## src/rtl/modport_fifo_pkg.sv

```systemverilog
// Shared sizing for the modport_fifo slice. The word width follows the `DATA_WIDTH
// macro when the build provides one, otherwise it is 8 bits.
`ifndef DATA_WIDTH
`define DATA_WIDTH 8
`endif

package modport_fifo_pkg;

  localparam int DEF_DATA_WIDTH = `DATA_WIDTH;
  localparam int DEF_ADDR_WIDTH = 4;

  function automatic int depth_of(input int addr_width);
    return 2 ** addr_width;
  endfunction

  localparam int DEF_DEPTH = depth_of(DEF_ADDR_WIDTH);

endpackage

```

## src/rtl/modport_fifo_if.sv

```systemverilog
// Write/read handshake bundle for modport_fifo. The woverflow/runderflow
// flags exist only when FIFO_OVF_CHK_EN is defined.
interface modport_fifo_if
  import modport_fifo_pkg::*;
#(
  parameter int DATA_WIDTH = DEF_DATA_WIDTH
);

  logic                  winc;
  logic [DATA_WIDTH-1:0] wdata;
  logic                  wfull;
  logic                  rinc;
  logic [DATA_WIDTH-1:0] rdata;
  logic                  rempty;

`ifdef FIFO_OVF_CHK_EN
  logic                  woverflow;
  logic                  runderflow;

  modport master (
    output winc, wdata, rinc,
    input  wfull, rdata, rempty, woverflow, runderflow
  );

  modport slave (
    input  winc, wdata, rinc,
    output wfull, rdata, rempty, woverflow, runderflow
  );
`else
  modport master (
    output winc, wdata, rinc,
    input  wfull, rdata, rempty
  );

  modport slave (
    input  winc, wdata, rinc,
    output wfull, rdata, rempty
  );
`endif

endinterface

```

## src/rtl/modport_fifo_mem.sv

```systemverilog
// DEPTH x DATA_WIDTH storage for modport_fifo: synchronous write port,
// asynchronous read port so the head word can be shown ahead.
module modport_fifo_mem
  import modport_fifo_pkg::*;
#(
  parameter int DATA_WIDTH = DEF_DATA_WIDTH,
  parameter int ADDR_WIDTH = DEF_ADDR_WIDTH
) (
  input  logic                  clk,
  input  logic                  we,
  input  logic [ADDR_WIDTH-1:0] waddr,
  input  logic [DATA_WIDTH-1:0] wdata,
  input  logic [ADDR_WIDTH-1:0] raddr,
  output logic [DATA_WIDTH-1:0] rdata
);

  localparam int DEPTH = depth_of(ADDR_WIDTH);

  logic [DATA_WIDTH-1:0] mem [DEPTH];

  // NOTE: the array is deliberately left out of reset; stale words are never
  // visible because the top masks rdata while the FIFO is empty.
  always_ff @(posedge clk) begin
    if (we) mem[waddr] <= wdata;
  end

  assign rdata = mem[raddr];

endmodule

```

## src/rtl/modport_fifo.sv

```systemverilog
// Single-clock show-ahead FIFO with wrap-bit binary pointers. Defining
// FIFO_OVF_CHK_EN adds sticky woverflow/runderflow flags.
module modport_fifo
  import modport_fifo_pkg::*;
#(
  parameter int DATA_WIDTH = DEF_DATA_WIDTH,
  parameter int ADDR_WIDTH = DEF_ADDR_WIDTH
) (
  input  logic          clk,
  input  logic          rst,
  modport_fifo_if.slave bus
);

  logic [ADDR_WIDTH:0]   wptr;
  logic [ADDR_WIDTH:0]   rptr;
  logic                  empty;
  logic                  full;
  logic                  do_write;
  logic                  do_read;
  logic [DATA_WIDTH-1:0] mem_rdata;

  // Flags come only from registered pointers, so no input reaches an output combinationally.
  assign empty = (wptr == rptr);
  assign full  = (wptr[ADDR_WIDTH] != rptr[ADDR_WIDTH]) &&
                 (wptr[ADDR_WIDTH-1:0] == rptr[ADDR_WIDTH-1:0]);

  assign do_write = bus.winc && !full && !rst;
  assign do_read  = bus.rinc && !empty;

  // NOTE: state registers use non-blocking assignments so every flop samples
  // pre-edge values regardless of statement order.
  always_ff @(posedge clk) begin
    if (rst) begin
      wptr <= '0;
      rptr <= '0;
    end else begin
      if (do_write) wptr <= wptr + 1'b1;
      if (do_read)  rptr <= rptr + 1'b1;
    end
  end

  modport_fifo_mem #(
    .DATA_WIDTH (DATA_WIDTH),
    .ADDR_WIDTH (ADDR_WIDTH)
  ) u_mem (
    .clk   (clk),
    .we    (do_write),
    .waddr (wptr[ADDR_WIDTH-1:0]),
    .wdata (bus.wdata),
    .raddr (rptr[ADDR_WIDTH-1:0]),
    .rdata (mem_rdata)
  );

  assign bus.rempty = empty;
  assign bus.wfull  = full;
  assign bus.rdata  = empty ? '0 : mem_rdata;

`ifdef FIFO_OVF_CHK_EN
  logic woverflow_q;
  logic runderflow_q;

  always_ff @(posedge clk) begin
    if (rst) begin
      woverflow_q  <= 1'b0;
      runderflow_q <= 1'b0;
    end else begin
      if (bus.winc && full)  woverflow_q  <= 1'b1;
      if (bus.rinc && empty) runderflow_q <= 1'b1;
    end
  end

  assign bus.woverflow  = woverflow_q;
  assign bus.runderflow = runderflow_q;
`endif

endmodule

```

## src/flat_wrapper.sv

```systemverilog
// flat-port wrapper written by rule: the top's interface ports become plain ports
module modport_fifo_flat import modport_fifo_pkg::*;
#(
  parameter int DATA_WIDTH = DEF_DATA_WIDTH,
  parameter int ADDR_WIDTH = DEF_ADDR_WIDTH
)
  (clk, rst, bus_winc, bus_wdata, bus_rinc, bus_wfull, bus_rdata, bus_rempty);
  modport_fifo_if #(.DATA_WIDTH(DATA_WIDTH)) bus_i ();
  input  logic clk;
  input  logic rst;
  input wire logic [$bits(bus_i.winc)-1:0] bus_winc;
  input wire logic [$bits(bus_i.wdata)-1:0] bus_wdata;
  input wire logic [$bits(bus_i.rinc)-1:0] bus_rinc;
  output wire logic [$bits(bus_i.wfull)-1:0] bus_wfull;
  output wire logic [$bits(bus_i.rdata)-1:0] bus_rdata;
  output wire logic [$bits(bus_i.rempty)-1:0] bus_rempty;
  assign bus_i.winc = bus_winc;
  assign bus_i.wdata = bus_wdata;
  assign bus_i.rinc = bus_rinc;
  assign bus_wfull = bus_i.wfull;
  assign bus_rdata = bus_i.rdata;
  assign bus_rempty = bus_i.rempty;
  modport_fifo #(.DATA_WIDTH(DATA_WIDTH), .ADDR_WIDTH(ADDR_WIDTH)) u_core (.clk(clk), .rst(rst), .bus(bus_i));
endmodule
```

## config.mk

```make
export PLATFORM = sky130hd
export DESIGN_NAME = modport_fifo_flat
export DESIGN_NICKNAME = d
export VERILOG_FILES = /design/src/rtl/modport_fifo_pkg.sv /design/src/rtl/modport_fifo_if.sv /design/src/rtl/modport_fifo_mem.sv /design/src/rtl/modport_fifo.sv /design/src/flat_wrapper.sv
export SDC_FILE = /design/constraint.sdc
export NUM_CORES = 1
export LEC_CHECK = 0
export ABC_AREA = 1
export CAP_MARGIN = 5
export CORE_MARGIN = 3
export CORE_UTILIZATION = 30
export CTS_CLUSTER_SIZE = 40
export DETAILED_ROUTE_END_ITERATION = 6
export HOLD_SLACK_MARGIN = 0.03
export PLACE_DENSITY = 0.47
export SLEW_MARGIN = 15
export SYNTH_ARGS = -nofsm -noshare
export SYNTH_HDL_FRONTEND = slang
export SYNTH_SLANG_ARGS = --single-unit
```

## constraint.sdc

```tcl
create_clock -name clk -period 2.5 [get_ports clk]
set_input_delay 0.25 -clock clk [delete_from_list [all_inputs] [get_ports clk]]
set_output_delay 0.25 -clock clk [all_outputs]
set_load 0.01 [all_outputs]
```

Yosys cells after proc, flatten, opt, wreduce, memory -nomap -nowiden
Memory sizes are Yosys's and may differ from the RTL's. A register that Yosys moved wholly into a read port is not among the register bits.
Cells that the tools add are included.
{ "word_totals": {"n_memories": 1, "mem_bits_rw": 128, "regBits": 10, "output_inout_bits": 10} }
{ "memory_table": {"columns": ["name", "words", "word_bits", "rd", "rd_ports_with_merged_regs", "write_ports", "line_no", "source"], "rows": [
  ["u_core.u_mem.mem", 16, 8, 1, 1, 1, "modport_fifo_mem.sv:19", "logic [DATA_WIDTH-1:0] mem [DEPTH];"]
]} }
{ "op_classes": {"n_eq_ne": 3, "addsub": 2, "mux": 5, "n_reduce_logical": 7} }
{ "op_table": {"columns": ["cell", "n"], "rows": [
  ["5-bit by 1-bit adder with 5-bit output (second input constant)", 2],
  ["4-bit 2-to-1 mux", 2],
  ["8-bit 2-to-1 mux", 1],
  ["5-bit == test", 1],
  ["4-bit == test", 1],
  ["1-bit logical AND", 4],
  ["1-bit zero test", 3],
  ["1-bit 2-to-1 mux", 2],
  ["1-bit != test", 1]
]} }

Depth between registers and ports, before layout
Gate-level depths: netlist of run 1.
{ "logic_depth": {"depth_word": 7, "depth_mapped": 9} }

By module
Synthesis of run 1 repeated with hierarchy kept, for this count alone.
{ "hier_totals": {"cells_unflattened": 654, "hier_area_um2": 6347.3} }
{ "modules_own_cells": {"columns": ["module", "cells_per_inst", "area_each_um2", "n_inst", "seq_area_each_um2"], "rows": [
  ["modport_fifo_mem", 543, 5606.6, 1, 3843.7],
  ["modport_fifo", 111, 740.7, 1, 200.2]
]} }

Worst setup path after synthesis of run 1
No wires, ideal clock.
{ "synth_path": {"path_type": "flip-flop to flip-flop", "start": "reg u_core.wptr[4]", "end": "mem u_core.u_mem.mem[15][0] (netlist name) (enable)", "setup_slack_ns": 0.663, "arrival_ns": 1.454, "synth_period_minus_slack_ns": 1.837, "setup_ns": 0.383, "path_stages_with_launch": 6, "required_time_ns": 2.117, "cell_sequence": "dfxtp_1 -> xnor2_2 -> inv_1 -> nand3_4 -> nand2_4 -> nor3_1"} }
{ "synth_between": {"elab_chain_cells": 7} }
{ "synth_rtl": {"columns": ["element", "line_no", "source"], "rows": [
  ["from (decl)", "modport_fifo.sv:14", "logic [ADDR_WIDTH:0] wptr;"],
  ["from (signal assigned)", "modport_fifo.sv:37", "if (do_write) wptr <= wptr + 1'b1;"],
  ["1-bit != test", "modport_fifo.sv:24", "assign full = (wptr[ADDR_WIDTH] != rptr[ADDR_WIDTH]) &&"],
  ["1-bit logical AND", "modport_fifo.sv:24", null],
  ["1-bit zero test", "modport_fifo.sv:27", "assign do_write = bus.winc && !full && !rst;"],
  ["1-bit logical AND (2 in a row)", "modport_fifo.sv:27", null],
  ["1-bit 2-to-1 mux", "modport_fifo_mem.sv:24", "if (we) mem[waddr] <= wdata;"],
  ["1-bit 2-to-1 mux (not written as such)", "modport_fifo_mem.sv:24", null],
  ["to (decl)", "modport_fifo_mem.sv:19", null]
]} }
Every way passes these cells.

Worst setup path in the final report of run 1
{ "layout_path": {"start": "reg u_core.wptr[1]", "end": "out bus_rempty"} }
{ "layout_between": {"elab_chain_cells": 1} }
{ "layout_rtl": {"columns": ["element", "line_no", "source"], "rows": [
  ["5-bit == test", "modport_fifo.sv:23", "assign empty = (wptr == rptr);"],
  ["to (decl)", "flat_wrapper.sv:16", "output wire logic [$bits(bus_i.rempty)-1:0] bus_rempty;"]
]} }
Every way passes these cells.

==> results of run 1 <==
==> cells in the final DEF, fill, tap and decap left out, types with 3 or more instances in the layout <==
| cell type | count |
|---|---|
| bufinv_16 | 3 |
| nand3_1 | 56 |
| clkbuf_16 | 17 |
| inv_2 | 6 |
| o211ai_1 | 32 |
| nor2_1 | 27 |
| buf_4 | 26 |
| nand2_4 | 5 |
| dlygate4sd2_1 | 5 |
| nand2_1 | 56 |
| clkdlybuf4s50_1 | 13 |
| ha_1 | 5 |
| dlymetal6s2s_1 | 3 |
| nor2_2 | 3 |
| inv_1 | 74 |
| a21oi_2 | 3 |
| dfxtp_1 | 11 |
| a21oi_1 | 42 |
| clkinv_1 | 4 |
| buf_12 | 7 |
| clkbuf_1 | 5 |
| o21ai_0 | 32 |
| nand2_2 | 3 |
| edfxtp_1 | 128 |
==> per-stage QoR <==
stage                     area, um2  setup WS, ps  hold slack (ps)
after floorplan                6110           663              349
after global placement         6800           136              520
after detailed placement       6800           103              517
after CTS                      7380          1.22              527
after global routing           7450          8.00              545
final                          7450           141              521
==> power by group through the flow <==
stage	Clock, mW	Sequential (mW)	Combinational [mW]
floorplan	0	2.68	0.471
global placement	0	2.71	0.751
detailed placement	0	2.71	0.758
global route	2.62	2.66	0.845
finish	2.45	2.66	0.756
CTS	2.49	2.66	0.760
==> flip-flops by register name (all words and copies together) (netlist names), named ones only <==
register          count
u_core.u_mem.mem    128
u_core.rptr           5
u_core.wptr           5
==> worst max-delay path, cell delays in order (launching register included) <==
cell and delay, ps:
dfxtp_1 370, inv_1 110, nand2_1 80, nand2_1 90, nor2_4 150, nand3_4 130, inv_4 170, clkdlybuf4s50_1 590
==> routing by layer <==
| metal | part of all wire, % | wire length (um) |
|---|---|---|
| met5 | 0 | 0 |
| met4 | 0.72 | 104 |
| met3 | 3.9 | 562 |
| met2 | 47 | 6790 |
| met1 | 48 | 6900 |
==> worst max-delay path by stage <==
stage | startpoint | to | slack (ps) | depth (start not counted)
after floorplan | u_core.wptr[4]$_SDFFE_PP0P_ | u_core.u_mem.mem[15][0]$_DFFE_PP_ | 660 | 5
after global placement | u_core.wptr[0]$_SDFFE_PP0P_ | bus_rdata[2] | 140 | 8
after detailed placement | u_core.wptr[1]$_SDFFE_PP0P_ | bus_rdata[2] | 100 | 8
after CTS | u_core.wptr[1]$_SDFFE_PP0P_ | bus_rdata[3] | 1 | 8
after global routing | u_core.wptr[1]$_SDFFE_PP0P_ | bus_rempty | 8 | 7
final | u_core.wptr[1]$_SDFFE_PP0P_ | bus_rempty | 140 | 7
==> cell families after synthesis <==
group           after synthesis  synth area share (%)
simple gates                160                  13.0
flops                       142                  67.5
compound gates              112                  10.5
buf+inv                     108                  7.21
fa+ha+maj                     5                  1.02
xor+xnor                      4                 0.697
==> layout make-up <==
| type | instances | area [um2] |
|---|---|---|
| clock buffers | 22 | 444 |
| clock inverters | 9 | 119 |
| fillers | 1899 | 12300 |
| inverters | 82 | 314 |
| multi-input cells | 281 | 1560 |
| flip-flops and latches | 142 | 4130 |
| well taps | 265 | 332 |
| repair buffers | 54 | 547 |
==> what timing repair did <==
| action | CTS | global route |
|---|---|---|
| setup endpoints to repair | 9 | 4 |
| pin swaps | 1 | 0 |
| buffers inserted | 2 | 4 |
| endpoints found under the hold margin | 0 | 0 |
| resized for setup | 8 | 9 |
==> summary.md, run 1 <==
| Metric | Value |
|---|---|
| Status | `completed` |
| 1st-iter DRT viols | `around 220` |
| CP Class | `reg2out` |
| Fin. max-slew vios | `0` |
| DRC | `0` |
| Post-synth top area share | `between 60% and 70%` |
| Clock Latency Late Sink | `~420 ps` |
| First-pass GRT wire length | `22500 um` |
| IO buf count | `21` |
| Reg2reg setup slack | `around 560 ps` |
| Layout area overhead | `21.9%` |
| Ports | `22` |
| Crit-path max FO | `9` |
| RR Startpoint | `u_core.wptr[1]$_SDFFE_PP0P_` |
| Top post-synthesis cells by count | `edfxtp_1, inv_1, nand3_1` |
| Relative slew slack | `54.0%` |
| Crit path required time | `2250 ps` |
| Fin cells | `855` |
| Vias per Instance | `4.48` |
| Pint | `4.47 mW` |
| Die H | `149 um` |
| Syn Area/Cell | `11.5 um2` |
| # diodes | `0` |
| Hold-fix buffer count after cts | `0` |
| Sw frac | `23.7%` |
| Number of synthesized flops with an enable pin | `~130` |
| Worst Path Arrival | `2110 ps` |
| CTS buffer count | `17` |
| RSZ-0062 raised after global routing | `false` |
| Global route overflow | `0` |
| Final critical-path required period | `between 2000 and 2500 ps` |
| Crit. End Element | `output port` |
| Max Clock Skew | `11.4 ps` |
| Worst-case clock buffer depth | `2` |
| Final setup vio count | `0` |
| Placed Instances | `818` |
| Via count | `3832` |
| Setup TNS | `0 ps` |
| Met3 global-route usage | `3.02%` |
| Total global routing track utilization | `approximately 14%` |
| Nets | `595` |
| Post-Syn Area | `6110 um2` |
| NetSw | `1.39 mW` |
| Clock network power share | `41.7%` |
| Fmax | `0.424 GHz` |
| H-tree Lvls | `4` |
| Worst Hold Path EP | `u_core.rptr[4]$_SDFFE_PP0P_` |
| Initial antenna violation count | `0` |
| Netlist cell types | `31` |
| Most used flip-flop cell after synthesis | `edfxtp_1` |
| Ys async rst share | `0%` |
| Layout cells sized above 1 | `~15%` |
| PwrDens | `~800 nW/um2` |
| WL/cell | `16.8 um` |
| Post-synthesis register bit count | `142` |
| Worst Tran Pin Value | `~700 ps` |
| Sequential area share after synthesis | `around 68%` |
| Total power | `5.86 mW` |
| GP Congestion | `0.755` |
| Initial Utilization | `31.0%` |
| Die Area | `around 22000 um2` |
| Synth top area cells | `edfxtp_1, nand3_1, inv_1, dfxtp_1, o211ai_1` |
| Leakage | `roughly 2.8 nW` |
| Vias in the first global route | `around 3800` |
| Largest net degree at the start of global routing | `40` |
| Root Driver | `clkbuf_16` |
| Cells after synthesis | `531` |
| Final ANT Viol Nets | `0` |
| M1 GR Usage | `between 10% and 20%` |
| DRT Pass-1 Iters | `4` |
| Mapped Nets | `~550` |
| FP Rows | `51` |
| Reg2reg end | `u_core.u_mem.mem[9][6]$_DFFE_PP_` |
| Register share of total power | `45.4%` |
| VDD IR max | `0.512 mV` |
| Busiest grt layer | `met2` |
| Startpoint types | `flip-flop` |
| Clock sinks | `142` |
| Chip width | `149 um` |
| GR Layer Usage met2 | `21.1%` |
| Top-count cell post-synth | `edfxtp_1` |
| Reg clk slew, reported paths | `roughly 50 ps` |
| Hold Fails Final Rpt | `0` |
| Final wirelength | `14400 um` |
| Core area | `19700 um2` |
| CTS tree | `yes` |
| Core Util, Final | `37.8%` |
| Hold Crit Depth | `2` |
| DP HPWL | `9190 um` |
| Worst hold start | `u_core.rptr[4]$_SDFFE_PP0P_` |
| Max Cap Violations | `0` |
| YS warnings | `0` |
| Yosys top cell by area | `edfxtp_1` |
| Reg2Reg Depth | `10` |
| Logic pwr share | `12.9%` |
| Final Cycle Share | `94.4%` |
| Hold WC Path Type | `reg2reg` |
No activity file was read; power rests on OpenSTA's default activity.
==> run 2, diff against run 1 <==
--- a/config.mk
+++ b/config.mk
@@ -8,11 +8,11 @@
 export ABC_AREA = 1
 export CAP_MARGIN = 5
 export CORE_MARGIN = 3
-export CORE_UTILIZATION = 30
+export CORE_UTILIZATION = 40
 export CTS_CLUSTER_SIZE = 40
 export DETAILED_ROUTE_END_ITERATION = 6
 export HOLD_SLACK_MARGIN = 0.03
-export PLACE_DENSITY = 0.47
+export PLACE_DENSITY = 0.58
 export SLEW_MARGIN = 15
 export SYNTH_ARGS = -nofsm -noshare
 export SYNTH_HDL_FRONTEND = slang
==> run 2 against run 1 <==
Critical path depth is 1 higher. Die area decreased by 24%. Non-clock buffer count is 1 lower. Worst setup slack lost 47 ps.
==> summary.md, run 2 (same netlist as run 1, synthesis figures left out) <==
| Metric | Value |
|---|---|
| Vias per Instance | `5.11 (was 4.48)` |
| Clock sinks | `142 (unchanged)` |
| Relative slew slack | `52.4% (was 54.0%)` |
| CTS buffer count | `17 (unchanged)` |
| Fin cells | `774 (was 855)` |
| DRC | `0 (unchanged)` |
| Largest Register | `u_core.u_mem.mem (unchanged)` |
| Hold Fails Final Rpt | `0 (unchanged)` |
| Crit. End Element | `output port (unchanged)` |
| # diodes | `0 (unchanged)` |
| Via count | `3954 (was 3832)` |
| Final critical-path required period | `2410 ps (was 2360 ps)` |
| Crit path required time | `2250 ps (about the same)` |
| Largest net degree at the start of global routing | `65 (was 40)` |
| Worst Tran Pin Value | `714 ps (was 689 ps)` |
| Root Driver | `clkbuf_16 (unchanged)` |
| Biggest registers after layout | `u_core.u_mem.mem x128, u_core.rptr x5, u_core.wptr x5 (unchanged)` |
| Die H | `130 um (was 149 um)` |
| Startpoint types | `flip-flop (unchanged)` |
| Register share of total power | `46.8% (was 45.4%)` |
| Clock Latency Late Sink | `420 ps (about the same)` |
| Die Area | `16800 um2 (was 22100 um2)` |
| Worst Path Arrival | `2160 ps (was 2110 ps)` |
| Crit-path max FO | `16 (was 9)` |
| CP Class | `reg2out (unchanged)` |
| Hold-fix buffer count after cts | `0 (unchanged)` |
| VDD IR max | `0.440 mV (was 0.512 mV)` |
| Status | `completed (unchanged)` |
| Layout area overhead | `18.9% (was 21.9%)` |
| DRT Pass-1 Iters | `5 (was 4)` |
| Logic pwr share | `13.1% (was 12.9%)` |
| Worst-case clock buffer depth | `2 (unchanged)` |
| Final setup vio count | `0 (unchanged)` |
| IO buf count | `21 (unchanged)` |
| Initial antenna violation count | `0 (unchanged)` |
| FP Rows | `44 (was 51)` |
| Final wirelength | `13200 um (was 14400 um)` |
| PwrDens | `779 nW/um2 (was 787 nW/um2)` |
| Initial Utilization | `41.4% (was 31.0%)` |
| Worst path slowest cell | `dfxtp_4 (was clkdlybuf4s50_1)` |
| Nets | `594 (was 595)` |
| Crit path cell chain | `buf_4, buf_4, a21oi_1, o21ai_0, nand3_1, nand3_1, a21oi_1, clkdlybuf4s15_1 (was inv_1, nand2_1, nand2_1, nor2_4, nand3_4, inv_4, clkdlybuf4s50_1)` |
| Max reg flops | `128 (unchanged)` |
| Fmax | `0.416 GHz (was 0.424 GHz)` |
| Placed Instances | `737 (was 818)` |
| H-tree Lvls | `4 (unchanged)` |
| Core area | `14800 um2 (was 19700 um2)` |
| Leading cell type in the layout, fill and taps excluded | `edfxtp_1 (unchanged)` |
| Fin. max-slew vios | `0 (unchanged)` |
| Final ANT Viol Nets | `0 (unchanged)` |
| Setup TNS | `0 ps (unchanged)` |
| Pint | `4.25 mW (was 4.47 mW)` |
| Most frequent cells in the layout | `edfxtp_1, inv_1, nand2_1, nand3_1, a21oi_1 (unchanged)` |
| Total global routing track utilization | `16.9% (was 13.6%)` |
| Leakage | `2.73 nW (was 2.77 nW)` |
| NetSw | `1.40 mW (was 1.39 mW)` |
| RSZ-0062 raised after global routing | `false (unchanged)` |
| Chip width | `130 um (was 149 um)` |
| WL/cell | `17.1 um (was 16.8 um)` |
| GP Congestion | `0.859 (was 0.755)` |
| First-pass GRT wire length | `21000 um (was 22500 um)` |
| Final Cycle Share | `96.2% (was 94.4%)` |
| Hold WC Path Type | `reg2reg (unchanged)` |
| DP HPWL | `8400 um (was 9190 um)` |
| Layout cells sized above 1 | `15.6% (was 15.1%)` |
| Clock network power share | `40.1% (was 41.7%)` |
| Vias in the first global route | `3843 (was 3835)` |
| Delay of the slowest cell on the worst path | `390 ps (was 590 ps)` |
| Ports | `22 (unchanged)` |
| Max Clock Skew | `9.31 ps (was 11.4 ps)` |
| Sw frac | `24.8% (was 23.7%)` |
| Reg clk slew, reported paths | `50 ps (about the same)` |
| Max Cap Violations | `0 (unchanged)` |
| Global route overflow | `0 (unchanged)` |
| CTS tree | `yes (unchanged)` |
| 1st-iter DRT viols | `369 (was 223)` |
-- run 2: cell count changes in the layout (fill, tap and decap cells not counted), moves of 2 or more --
| cell | previous run | this run |
|---|---|---|
| bufinv_16 | 3 | 1 |
| clkinvlp_4 | 1 | 4 |
| buf_4 | 26 | 28 |
| clkinv_2 | 1 | 4 |
| clkbuf_1 | 5 | 2 |
| buf_12 | 7 | 3 |
-- run 2: path summary, 6_finish.rpt --
kind	from	end	slack, ps	depth (start not counted)
worst max-delay path	flip-flop	bus_rdata[7]	90	8
worst min-delay path	u_core.rptr[4]$_SDFFE_PP0P_	u_core.rptr[4]$_SDFFE_PP0P_	520	2
worst max register to register	u_core.wptr[0]$_SDFFE_PP0P_	u_core.u_mem.mem[14][0]$_DFFE_PP_	640	10
worst min register to register	u_core.rptr[4]$_SDFFE_PP0P_	u_core.rptr[4]$_SDFFE_PP0P_	520	2
-- run 2: repair_timing --
action	CTS	global route
resized for setup	12	5
setup endpoints to repair	9	3
buffers inserted	3	2
pin swaps	0	1
cloned	0	0
-- run 2: power by group through the flow --
stage / registers (mW) / logic [mW] / clock network (mW)
detailed placement: 2.71 / 0.708 / 0
CTS: 2.65 / 0.734 / 2.30
global route: 2.65 / 0.834 / 2.42
finish: 2.65 / 0.743 / 2.27
floorplan: 2.68 / 0.471 / 0
global placement: 2.71 / 0.700 / 0
-- run 2: per-stage QoR --
step / hold WS (ps) / utilization (%) / total power, mW / area (um2) / setup slack (ps)
2_1_floorplan: 349 / - / 3.15 / 6110 / 663
3_3_place_gp: 515 / 45.1 / 3.40 / 6650 / 244
6_report: 524 / 49.2 / 5.66 / 7260 / 94.1
4_1_cts: 532 / 49.0 / 5.69 / 7220 / 0.228
5_1_grt: 554 / 49.2 / 5.90 / 7260 / 5.70
3_5_place_dp: 519 / 45.1 / 3.42 / 6650 / 212
-- run 2: area by class of cell --
class	count	area, um2
Sequential cell	142	4130
Multi-Input combinational cell	281	1560
Clock buffer	19	433
Fill cell	1314	7490
Tap cell	184	230
Clock inverter	13	100
Timing Repair Buffer	53	494
Inverter	82	313
-- run 2: layer usage --
metal,vias to the layer above,routed length [um],GRT usage [%]
met5,-,0,0
met4,0,189,6.36
met3,18,545,4.58
met2,95,6430,26.6
met1,1900,6050,22.4
li1,1941,-,-
-- run 2: critical path: cells and delay by family, from the launching register on --
family / cells / cell delay [ps]
buf+inv: 3 / 620
compound gates: 3 / 470
flops: 1 / 390
simple gates: 2 / 250
==> run 3, diff against run 2 <==
--- a/config.mk
+++ b/config.mk
@@ -9,7 +9,8 @@
 export CAP_MARGIN = 5
 export CORE_MARGIN = 3
 export CORE_UTILIZATION = 40
-export CTS_CLUSTER_SIZE = 40
+export CTS_BUF_LIST = sky130_fd_sc_hd__clkbuf_16
+export CTS_CLUSTER_SIZE = 10
 export DETAILED_ROUTE_END_ITERATION = 6
 export HOLD_SLACK_MARGIN = 0.03
 export PLACE_DENSITY = 0.58
==> run 3 against run 2 <==
Worst hold slack unchanged. Sequential power about the same. Fmax about the same. First-iteration DRC count unchanged. Worst setup slack about the same. Power down 0.14%. Flip-flop and latch count unchanged. Count of clock-buffer cells in the layout down 2. Global-route usage unchanged. Die area unchanged. Sequential share of layout area unchanged. Critical path type unchanged.
==> summary.md, run 3 (same netlist as run 1, synthesis figures left out) <==
| Metric | Value |
|---|---|
| Ports | `22 (unchanged)` |
| GP Congestion | `0.859 (unchanged)` |
| Critical Path End | `bus_rdata[7] (unchanged)` |
| Final Cycle Share | `96.3% (was 96.2%)` |
| Largest Register | `u_core.u_mem.mem (unchanged)` |
| Vias in the first global route | `3843 (unchanged)` |
| Die Area | `16800 um2 (unchanged)` |
| RR Startpoint | `u_core.wptr[0]$_SDFFE_PP0P_ (unchanged)` |
| Total global routing track utilization | `16.9% (unchanged)` |
| Global route overflow | `0 (unchanged)` |
| First-pass GRT wire length | `21000 um (unchanged)` |
| PwrDens | `778 nW/um2 (was 779 nW/um2)` |
| RSZ-0062 raised after global routing | `false (unchanged)` |
| Fmax | `0.416 GHz (about the same)` |
| Most frequent cells in the layout | `edfxtp_1, inv_1, nand2_1, nand3_1, a21oi_1 (unchanged)` |
| Chip width | `130 um (unchanged)` |
| Hold WC Path Type | `reg2reg (unchanged)` |
| Final setup vio count | `0 (unchanged)` |
| Via count | `3954 (unchanged)` |
| Clock network power share | `40.0% (was 40.1%)` |
| Worst Path Arrival | `2160 ps (about the same)` |
| IO buf count | `21 (unchanged)` |
| Leading cell type in the layout, fill and taps excluded | `edfxtp_1 (unchanged)` |
| CTS tree | `yes (unchanged)` |
| Status | `completed (unchanged)` |
| Max Cap Violations | `0 (unchanged)` |
| Delay of the slowest cell on the worst path | `390 ps (about the same)` |
| Fillers | `1314 (unchanged)` |
| Worst path slowest cell | `dfxtp_4 (unchanged)` |
| Reg2reg setup slack | `640 ps (about the same)` |
| Pint | `4.24 mW (was 4.25 mW)` |
| Reg clk slew, reported paths | `50 ps (about the same)` |
| Final wirelength | `13200 um (about the same)` |
| Sw frac | `24.9% (was 24.8%)` |
| Max Clock Skew | `9.28 ps (was 9.31 ps)` |
| Relative slew slack | `52.4% (about the same)` |
| Crit path cell chain | `buf_4, buf_4, a21oi_1, o21ai_0, nand3_1, nand3_1, a21oi_1, clkdlybuf4s15_1 (unchanged)` |
| DP HPWL | `8400 um (unchanged)` |
| Largest net degree at the start of global routing | `65 (unchanged)` |
| Fin. max-slew vios | `0 (unchanged)` |
| Final ANT Viol Nets | `0 (unchanged)` |
| Initial antenna violation count | `0 (unchanged)` |
| Biggest registers after layout | `u_core.u_mem.mem x128, u_core.rptr x5, u_core.wptr x5 (unchanged)` |
| Vias per Instance | `5.11 (unchanged)` |
| Fin cells | `774 (unchanged)` |
| Crit-path max FO | `16 (unchanged)` |
| Crit path required time | `2250 ps (about the same)` |
| H-tree Lvls | `4 (unchanged)` |
| Max reg flops | `128 (unchanged)` |
| Clock sinks | `142 (unchanged)` |
| Crit. End Element | `output port (unchanged)` |
| Layout cells sized above 1 | `15.6% (unchanged)` |
| Startpoint types | `flip-flop (unchanged)` |
| CP Class | `reg2out (unchanged)` |
| Logic pwr share | `13.2% (was 13.1%)` |
| DRC | `0 (unchanged)` |
| Nets | `594 (unchanged)` |
| Initial Utilization | `41.4% (unchanged)` |
| Hold Fails Final Rpt | `0 (unchanged)` |
| Worst-case clock buffer depth | `2 (unchanged)` |
| WL/cell | `17.1 um (about the same)` |
| Core area | `14800 um2 (unchanged)` |
| Clock Latency Late Sink | `420 ps (about the same)` |
| Setup TNS | `0 ps (unchanged)` |
| DRT Pass-1 Iters | `5 (unchanged)` |
| Placed Instances | `737 (unchanged)` |
| Final critical-path required period | `2410 ps (about the same)` |
| Leakage | `2.74 nW (was 2.73 nW)` |
| FP Rows | `44 (unchanged)` |
| Worst Tran Pin Value | `713 ps (was 714 ps)` |
| Die H | `130 um (unchanged)` |
| 1st-iter DRT viols | `369 (unchanged)` |
| Reg2reg end | `u_core.u_mem.mem[14][0]$_DFFE_PP_ (unchanged)` |
| Reg2Reg Depth | `10 (unchanged)` |
| NetSw | `1.40 mW (about the same)` |
| # diodes | `0 (unchanged)` |
| CTS buffer count | `17 (unchanged)` |
| Hold-fix buffer count after cts | `0 (unchanged)` |
| VDD IR max | `0.440 mV (about the same)` |
| Register share of total power | `46.9% (was 46.8%)` |
| Layout area overhead | `18.9% (unchanged)` |
| Root Driver | `clkbuf_16 (unchanged)` |
==> run 3: changes by cell type in the layout (fill, tap and decap cells not counted) <==
| cell | delta |
|---|---|
| inv_1 | +2 |
| clkbuf_1 | -2 |
==> run 3: stage by stage <==
step           util [%]  hold WS (ps)  setup slack (ps)  cell area (um2)  power (mW)
2_1_floorplan         -           349               663             6110        3.15
3_3_place_gp       45.1           515               244             6650        3.40
3_5_place_dp       45.1           519               212             6650        3.42
4_1_cts            49.0           532             0.228             7220        5.68
5_1_grt            49.2           554              5.70             7260        5.90
6_report           49.2           524              93.7             7260        5.65
==> run 3: timing repair <==
| item | 4_1_cts | 5_1_grt |
|---|---|---|
| buffers inserted | 3 | 2 |
| pin swaps | 0 | 1 |
| endpoints found under the setup margin | 9 | 3 |
| gates resized for setup | 12 | 5 |
==> run 3: worst min-delay path by stage <==
stage / depth (start not counted) / from / end / slack, ps
2_1_floorplan: 0 / bus_wdata[0] / u_core.u_mem.mem[0][0]$_DFFE_PP_ / 350
3_3_place_gp: 2 / u_core.rptr[3]$_SDFFE_PP0P_ / u_core.rptr[3]$_SDFFE_PP0P_ / 510
3_5_place_dp: 2 / u_core.rptr[4]$_SDFFE_PP0P_ / u_core.rptr[4]$_SDFFE_PP0P_ / 520
4_1_cts: 2 / u_core.rptr[4]$_SDFFE_PP0P_ / u_core.rptr[4]$_SDFFE_PP0P_ / 530
5_1_grt: 2 / u_core.rptr[3]$_SDFFE_PP0P_ / u_core.rptr[3]$_SDFFE_PP0P_ / 550
6_report: 2 / u_core.rptr[4]$_SDFFE_PP0P_ / u_core.rptr[4]$_SDFFE_PP0P_ / 520
==> run 3: final cells by class <==
| cell class | count | area [um2] | area share (%) |
|---|---|---|---|
| multi-input combinational | 281 | 1560 | 21.5 |
| clock inverter | 15 | 108 | 1.48 |
| clock buffer | 17 | 425 | 5.86 |
| tap | 184 | 230 | 3.17 |
| timing repair buffer | 53 | 494 | 6.80 |
| sequential | 142 | 4130 | 56.8 |
| inverter | 82 | 313 | 4.31 |
==> run 3: worst max-delay path, delay by kind of cell (launching register included) <==
kind / cells / cell delay [ps]
flip-flops: 1 / 390
AO/OA/AOI/OAI: 3 / 470
AND/OR/NAND/NOR: 2 / 250
buffers and inverters: 3 / 620
==> run 3: power groups by stage <==
stage | clock network (mW) | registers, mW | logic (mW)
detailed placement | 0 | 2.71 | 0.708
CTS | 2.30 | 2.65 | 0.734
floorplan | 0 | 2.68 | 0.471
global route | 2.41 | 2.65 | 0.834
finish | 2.26 | 2.65 | 0.743
global placement | 0 | 2.71 | 0.700
==> run 3: metal layers <==
layer  global-route usage, %  part of all wire, %  up-vias
met4                    6.36                  1.4        0
met5                       0                    0        -
li1                        -                    -     1941
met2                    26.6                   49       97
met1                    22.4                   46     1898
met3                    4.58                  4.1       18
